$ cat config.mk
export PLATFORM = sky130hd
export DESIGN_NAME = apb_wait_regbank_slave
export DESIGN_NICKNAME = d
export VERILOG_FILES = /design/src/rtl/apb_regbank_pkg.sv /design/src/rtl/apb_regbank.sv /design/src/rtl/apb_wait_regbank_slave.sv
export SDC_FILE = /design/constraint.sdc
export NUM_CORES = 1
export LEC_CHECK = 0
export CORE_MARGIN = 5
export CORE_UTILIZATION = 30
export CTS_CLUSTER_DIAMETER = 50
export DETAILED_ROUTE_END_ITERATION = 8
export PLACE_DENSITY = 0.62
export SLEW_MARGIN = 20
export SYNTH_ARGS = -nofsm -noshare
export SYNTH_HDL_FRONTEND = slang
export SYNTH_SLANG_ARGS = --single-unit
$ cat constraint.sdc
create_clock -name PCLK -period 8.7 [get_ports PCLK]
set_input_delay 1.74 -clock PCLK [delete_from_list [all_inputs] [get_ports PCLK]]
set_output_delay 1.74 -clock PCLK [all_outputs]
set_load 0.01 [all_outputs]
$ cat src/rtl/apb_regbank_pkg.sv
// Shared definitions for the APB wait-state register bank completer.
//   - apb_cmp_state_t : completer FSM states (IDLE, ACCESS)
//   - OFF_*           : byte offsets of the register map within PADDR[4:0]
//   - reg_sel_t       : decoded register select
//   - decode_sel()    : maps an offset to a register select
package apb_regbank_pkg;

  typedef enum logic {
    IDLE   = 1'b0,
    ACCESS = 1'b1
  } apb_cmp_state_t;

  localparam logic [4:0] OFF_REG0   = 5'h00;
  localparam logic [4:0] OFF_REG1   = 5'h04;
  localparam logic [4:0] OFF_REG2   = 5'h08;
  localparam logic [4:0] OFF_REG3   = 5'h0C;
  localparam logic [4:0] OFF_STATUS = 5'h10;
  localparam logic [4:0] OFF_ID     = 5'h14;

  // The low two bits of SEL_REG0..SEL_REG3 equal the register index.
  typedef enum logic [2:0] {
    SEL_REG0   = 3'd0,
    SEL_REG1   = 3'd1,
    SEL_REG2   = 3'd2,
    SEL_REG3   = 3'd3,
    SEL_STATUS = 3'd4,
    SEL_ID     = 3'd5,
    SEL_NONE   = 3'd7
  } reg_sel_t;

  function automatic reg_sel_t decode_sel(input logic [4:0] off);
    reg_sel_t sel;
    case (off)
      OFF_REG0:   sel = SEL_REG0;
      OFF_REG1:   sel = SEL_REG1;
      OFF_REG2:   sel = SEL_REG2;
      OFF_REG3:   sel = SEL_REG3;
      OFF_STATUS: sel = SEL_STATUS;
      OFF_ID:     sel = SEL_ID;
      default:    sel = SEL_NONE;
    endcase
    return sel;
  endfunction

endpackage

$ cat src/rtl/apb_regbank.sv
// Register storage, transfer counters and address decode for the completer.
//   clk, rst   : clock, asynchronous active-high reset
//   commit     : one-cycle strobe at the edge a transfer completes
//   addr       : captured byte address
//   wdata      : captured write data
//   write      : captured direction (1 = write)
//   rdata      : read mux output for the captured address
//   err        : captured address/direction is an illegal access
//   reg_out    : {REG3, REG2, REG1, REG0}
module apb_regbank
  import apb_regbank_pkg::*;
#(
  parameter int                    ADDR_WIDTH = 32,
  parameter int                    DATA_WIDTH = 32,
  parameter logic [DATA_WIDTH-1:0] ID_VALUE   = DATA_WIDTH'(32'hA9B0_0001)
) (
  input  logic                      clk,
  input  logic                      rst,
  input  logic                      commit,
  input  logic [ADDR_WIDTH-1:0]     addr,
  input  logic [DATA_WIDTH-1:0]     wdata,
  input  logic                      write,
  output logic [DATA_WIDTH-1:0]     rdata,
  output logic                      err,
  output logic [4*DATA_WIDTH-1:0]   reg_out
);

  logic [DATA_WIDTH-1:0] regs [4];
  logic [7:0]            wr_cnt;
  logic [7:0]            rd_cnt;
  reg_sel_t              sel;
  logic                  misaligned;
  logic                  out_of_range;
  logic                  ro_write;

  assign sel          = decode_sel(addr[4:0]);
  assign misaligned   = (addr[1:0] != 2'b00);
  assign out_of_range = (addr > ADDR_WIDTH'(OFF_ID));
  assign ro_write     = write && ((sel == SEL_STATUS) || (sel == SEL_ID));
  assign err          = misaligned || out_of_range || ro_write;

  // A legal write can only target REG0..REG3, so addr[3:2] is the index.
  always_ff @(posedge clk or posedge rst) begin
    if (rst) begin
      for (int i = 0; i < 4; i++) regs[i] <= '0;
      wr_cnt <= 8'd0;
      rd_cnt <= 8'd0;
    end else if (commit && !err) begin
      if (write) begin
        regs[addr[3:2]] <= wdata;
        wr_cnt          <= wr_cnt + 8'd1;
      end else begin
        rd_cnt <= rd_cnt + 8'd1;
      end
    end
  end

  // STATUS sees the counters as they stand before this read's own increment.
  always_comb begin
    rdata = '0;
    case (sel)
      SEL_REG0:   rdata = regs[0];
      SEL_REG1:   rdata = regs[1];
      SEL_REG2:   rdata = regs[2];
      SEL_REG3:   rdata = regs[3];
      SEL_STATUS: rdata = DATA_WIDTH'({wr_cnt, rd_cnt});
      SEL_ID:     rdata = ID_VALUE;
      default:    rdata = '0;
    endcase
  end

  assign reg_out = {regs[3], regs[2], regs[1], regs[0]};

endmodule

$ cat src/rtl/apb_wait_regbank_slave.sv
// APB completer with a fixed number of wait states per transfer, backed by a
// small register bank (REG0..3 RW, STATUS RO, ID RO).
//   PCLK, PRESET          : clock, asynchronous active-high reset
//   PSEL, PENABLE, PWRITE : APB control from the requester
//   PADDR, PWDATA         : APB address and write data
//   PRDATA                : read data, non-zero only on a good read completion
//   PREADY                : high on the completing access cycle
//   PSLVERR               : error response, only while PREADY is high
//   REG_OUT               : {REG3, REG2, REG1, REG0}
//
// Handshake: a transfer starts with a setup cycle (PSEL=1, PENABLE=0) seen in
// IDLE; the completer then holds PREADY low for WAIT_STATES access cycles
// (PSEL=1, PENABLE=1) and raises it on the next one. The edge at which
// PSEL & PENABLE & PREADY are all high completes the transfer. Dropping PSEL
// during ACCESS abandons the transfer with no side effects.
module apb_wait_regbank_slave
  import apb_regbank_pkg::*;
#(
  parameter int                    ADDR_WIDTH  = 32,
  parameter int                    DATA_WIDTH  = 32,
  parameter int                    WAIT_STATES = 1,
  parameter logic [DATA_WIDTH-1:0] ID_VALUE    = DATA_WIDTH'(32'hA9B0_0001)
) (
  input  logic                    PCLK,
  input  logic                    PRESET,
  input  logic                    PSEL,
  input  logic                    PENABLE,
  input  logic                    PWRITE,
  input  logic [ADDR_WIDTH-1:0]   PADDR,
  input  logic [DATA_WIDTH-1:0]   PWDATA,
  output logic [DATA_WIDTH-1:0]   PRDATA,
  output logic                    PREADY,
  output logic                    PSLVERR,
  output logic [4*DATA_WIDTH-1:0] REG_OUT
);

  localparam logic [3:0] WAIT_INIT = 4'(WAIT_STATES);

  apb_cmp_state_t        state;
  logic [3:0]            wait_cnt;
  logic [ADDR_WIDTH-1:0] addr_q;
  logic [DATA_WIDTH-1:0] wdata_q;
  logic                  write_q;
  logic                  ready;
  logic                  commit;
  logic                  bank_err;
  logic [DATA_WIDTH-1:0] bank_rdata;

  assign ready  = (state == ACCESS) && (wait_cnt == 4'd0);
  assign commit = ready && PSEL && PENABLE;

  always_ff @(posedge PCLK or posedge PRESET) begin
    if (PRESET) begin
      state    <= IDLE;
      wait_cnt <= 4'd0;
      addr_q   <= '0;
      wdata_q  <= '0;
      write_q  <= 1'b0;
    end else begin
      case (state)
        IDLE: begin
          if (PSEL && !PENABLE) begin
            addr_q   <= PADDR;
            wdata_q  <= PWDATA;
            write_q  <= PWRITE;
            wait_cnt <= WAIT_INIT;
            state    <= ACCESS;
          end
        end
        ACCESS: begin
          if (!PSEL) begin
            state <= IDLE;
          end else if (PENABLE) begin
            if (wait_cnt != 4'd0) wait_cnt <= wait_cnt - 4'd1;
            else                  state    <= IDLE;
          end
        end
        default: state <= IDLE;
      endcase
    end
  end

  apb_regbank #(
    .ADDR_WIDTH (ADDR_WIDTH),
    .DATA_WIDTH (DATA_WIDTH),
    .ID_VALUE   (ID_VALUE)
  ) u_bank (
    .clk     (PCLK),
    .rst     (PRESET),
    .commit  (commit),
    .addr    (addr_q),
    .wdata   (wdata_q),
    .write   (write_q),
    .rdata   (bank_rdata),
    .err     (bank_err),
    .reg_out (REG_OUT)
  );

  assign PREADY  = ready;
  assign PSLVERR = ready && bank_err;
  assign PRDATA  = (ready && !write_q && !bank_err) ? bank_rdata : '0;

endmodule

==> results.sh <==
export IMPL_ant_nets=0
export IMPL_firstDrtPassIters=8
export IMPL_outcome="complete, no violations"
export IMPL_cts_htree_levels=1
export IMPL_synth_cells=674
export IMPL_fp_dieW_um=187.1
export IMPL_portBuffers=230
export IMPL_worstMarginPinSlew_ns=1.121
export IMPL_p_comb_frac=0.075
export IMPL_dieHeight_um=187.1
export IMPL_clock_skew_final_ns=0.02313
export IMPL_ys_ff_latch=214
export IMPL_power_density_nw_per_um2=197.3
export IMPL_worst_setup_path_end_kind="output pin"
export IMPL_synth_top_area_share=0.5694
export IMPL_hp_class="reg -> reg"
export IMPL_overflow=0
export IMPL_clock_power_share=0.488
export IMPL_vias=6639
export IMPL_synth_cell_types=46
export IMPL_syn_num_nets=748
export IMPL_post_synth_top_count_cell="dfrtp_1"
export IMPL_seq_power_share=0.437
export IMPL_io_pins=231
export IMPL_final_util=0.4283
export IMPL_grt_max_degree=94
export IMPL_drive_above_1_share=0.2289
export IMPL_gp_congestion=0.7507
export IMPL_max_freq_ghz=0.1709
export IMPL_slew_headroom=0.2530
export IMPL_ctsHoldBuffers=0
export IMPL_synthTopCellsByCount="dfrtp_1 (214), mux2_2 (128), mux2_1 (90)"
export IMPL_synth_top_cell_by_area="dfrtp_1"
export IMPL_cts_resized=0
export IMPL_clk_latency_ns=0.53
export IMPL_dp_final_hpwl_um=19180
export IMPL_setup_violations=0
export IMPL_totalWireLength_um=28750
export IMPL_fin_crit_ns=5.850
export IMPL_cell_internal_pwr_uw=1983
export IMPL_synth_ff_type="dfrtp_1"
export IMPL_die_area_sq_um=34990
export IMPL_syn_cell_area_sq_um=9405
export IMPL_clock_sinks=214
export IMPL_nets=978
export IMPL_power_total_uw=2598
export IMPL_p_sw_uw=614.6
export IMPL_first_global_vias=7241
export IMPL_fin_crit_sh=0.6724
export IMPL_diodes=0
export IMPL_row_count=64
export IMPL_wl_per_cell_um=21.75
export IMPL_cts_root_buf="clkbuf_16"
export IMPL_via_per_inst=5.022
export IMPL_cts_setup_buffers=0
export IMPL_synth_warnings=0
export IMPL_area_delta_synth_final_pct=40.02
export IMPL_clk_pin_slew_ns=0.05
export IMPL_ys_async_sr_fraction=1.000
export IMPL_track_usage=0.1608
export IMPL_start_util=0.3059
export IMPL_arrival_ns=4.11
export IMPL_grt_pass1_wl_um=45220
export IMPL_cp_max_fo=20
export IMPL_swShare=0.2366
export IMPL_crit_type="reg -> out"
export IMPL_power_leakage_uw=0.005788
export IMPL_drt_iter0_markers=418
export IMPL_ys_seq_area_frac=0.5694
export IMPL_synthTopCellsByArea="dfrtp_1 (57%), mux2_2 (15%), mux2_1 (11%), a222oi_1 (2.6%), buf_6 (1.4%)"
export IMPL_antenna_found_initial=2
export IMPL_core_area_sq_um=30750
export IMPL_synth_edf_count=0
export IMPL_cp_required_ns=6.96
export IMPL_syn_area_per_cell_sq_um=13.95
export IMPL_max_cap_violations=0
export IMPL_slew_viol_final=0
export IMPL_clockBufferDepth=3
export IMPL_setup_tns_ns=0
export IMPL_start_kind="flop"
export IMPL_drc_errors=0
export IMPL_ir_drop_mv=0.1341
export IMPL_cts_tree="yes"
export IMPL_cts_buffers=29
export IMPL_rsz0062_at_grt="false"
export IMPL_finalHoldViolations=0
-- final timing paths --
kind | start | cells after the start | end | slack [ns]
worst max-delay path | addr_q[3]$_DFFE_PP0P_ | 7 | PRDATA[27] | 2.85
worst min-delay path | u_bank.wr_cnt[7]$_DFFE_PP0N_ | 1 | u_bank.wr_cnt[7]$_DFFE_PP0N_ | 0.50
worst max register to register | addr_q[1]$_DFFE_PP0P_ | 8 | u_bank.reg_out[47]$_DFFE_PP0P_ | 4.75
worst min register to register | u_bank.wr_cnt[7]$_DFFE_PP0N_ | 1 | u_bank.wr_cnt[7]$_DFFE_PP0N_ | 0.50
max in group asynchronous | PRESET | 3 | u_bank.rd_cnt[1]$_DFFE_PP0P_ | 5.59
min in group asynchronous | PRESET | 2 | addr_q[8]$_DFFE_PP0P_ | 1.72
-- sequential cells by signal, summed over array words and instances, names as in the netlist --
register / count
u_bank.wr_cnt: 8
u_bank.rd_cnt: 8
write_q: 1
u_bank.reg_out: 128
wdata_q: 32
addr_q: 32
wait_cnt: 4
state: 1
-- cells in the final DEF (no fill, tap or decap), types with 7 or more instances in the layout --
cell             synthesis  routed
clkdlybuf4s50_1          0     230
dfrtp_1                214     213
mux2_2                 128     128
mux2_1                  90      90
clkbuf_16                0      29
nand2_1                 24      24
a222oi_1                24      24
a21oi_1                 24      24
nor2_1                  14      13
clkbuf_8                 0      11
buf_4                    3      10
nand4_1                  8       8
xnor2_1                  8       8
nor4_1                   7       7
-- worst max-delay path, stage by stage (launching register included) --
cell	delay (ns)
dfrtp_1	0.48
or4b_2	0.73
ha_1	0.36
o32ai_4	0.50
o311ai_4	0.36
buf_4	0.34
a21oi_1	0.22
clkdlybuf4s50_1	0.59
-- per-stage QoR --
step	cell area [sq um]	hold slack, ns	setup WS, ns	cells
after global placement	12100	0.4923	3.456	1269
after CTS	13170	0.4960	2.820	1322
after global routing	13170	0.5121	2.672	1322
after detailed placement	12110	0.4851	3.410	1269
final	13170	0.5003	2.850	1322
after floorplan	9405	0.4425	1.109	674
-- per-layer routing --
metal / wire length (um) / global-route usage
met3: 1910 / 0.04125
met4: 664 / 0.03697
met1: 12790 / 0.2145
met5: 21 / 0
met2: 13360 / 0.2645
-- final cells by class --
cell class | instances | area [sq um]
clock buffers | 41 | 880.8
clock inverters | 12 | 181.4
fillers | 2913 | 17580
inverters | 8 | 37.54
multi-input cells | 411 | 3840
flip-flops and latches | 214 | 5356
well taps | 396 | 495.5
repair buffers | 240 | 2377
-- power by group through the flow --
stage	Sequential, uW	Combinational (uW)	Clock (uW)
CTS	1130	200	1300
global placement	1150	193	0
floorplan	1110	132	0
finish	1130	196	1270
detailed placement	1150	199	0
global route	1150	215	1340
-- logic make-up (layout without fill, tap and decap cells) --
logic type	Yosys count	after routing	share of synthesized area
XOR/XNOR	14	14	0.01304
flip-flops	214	214	0.5694
AND/OR/NAND/NOR	93	93	0.05468
adder cells (fa/ha/maj)	5	5	0.006652
multiplexers	218	218	0.2610
AO/OA/AOI/OAI	81	81	0.06479
buffers and inverters	49	301	0.03046
Note: power is estimated with default switching activity, not from simulation.
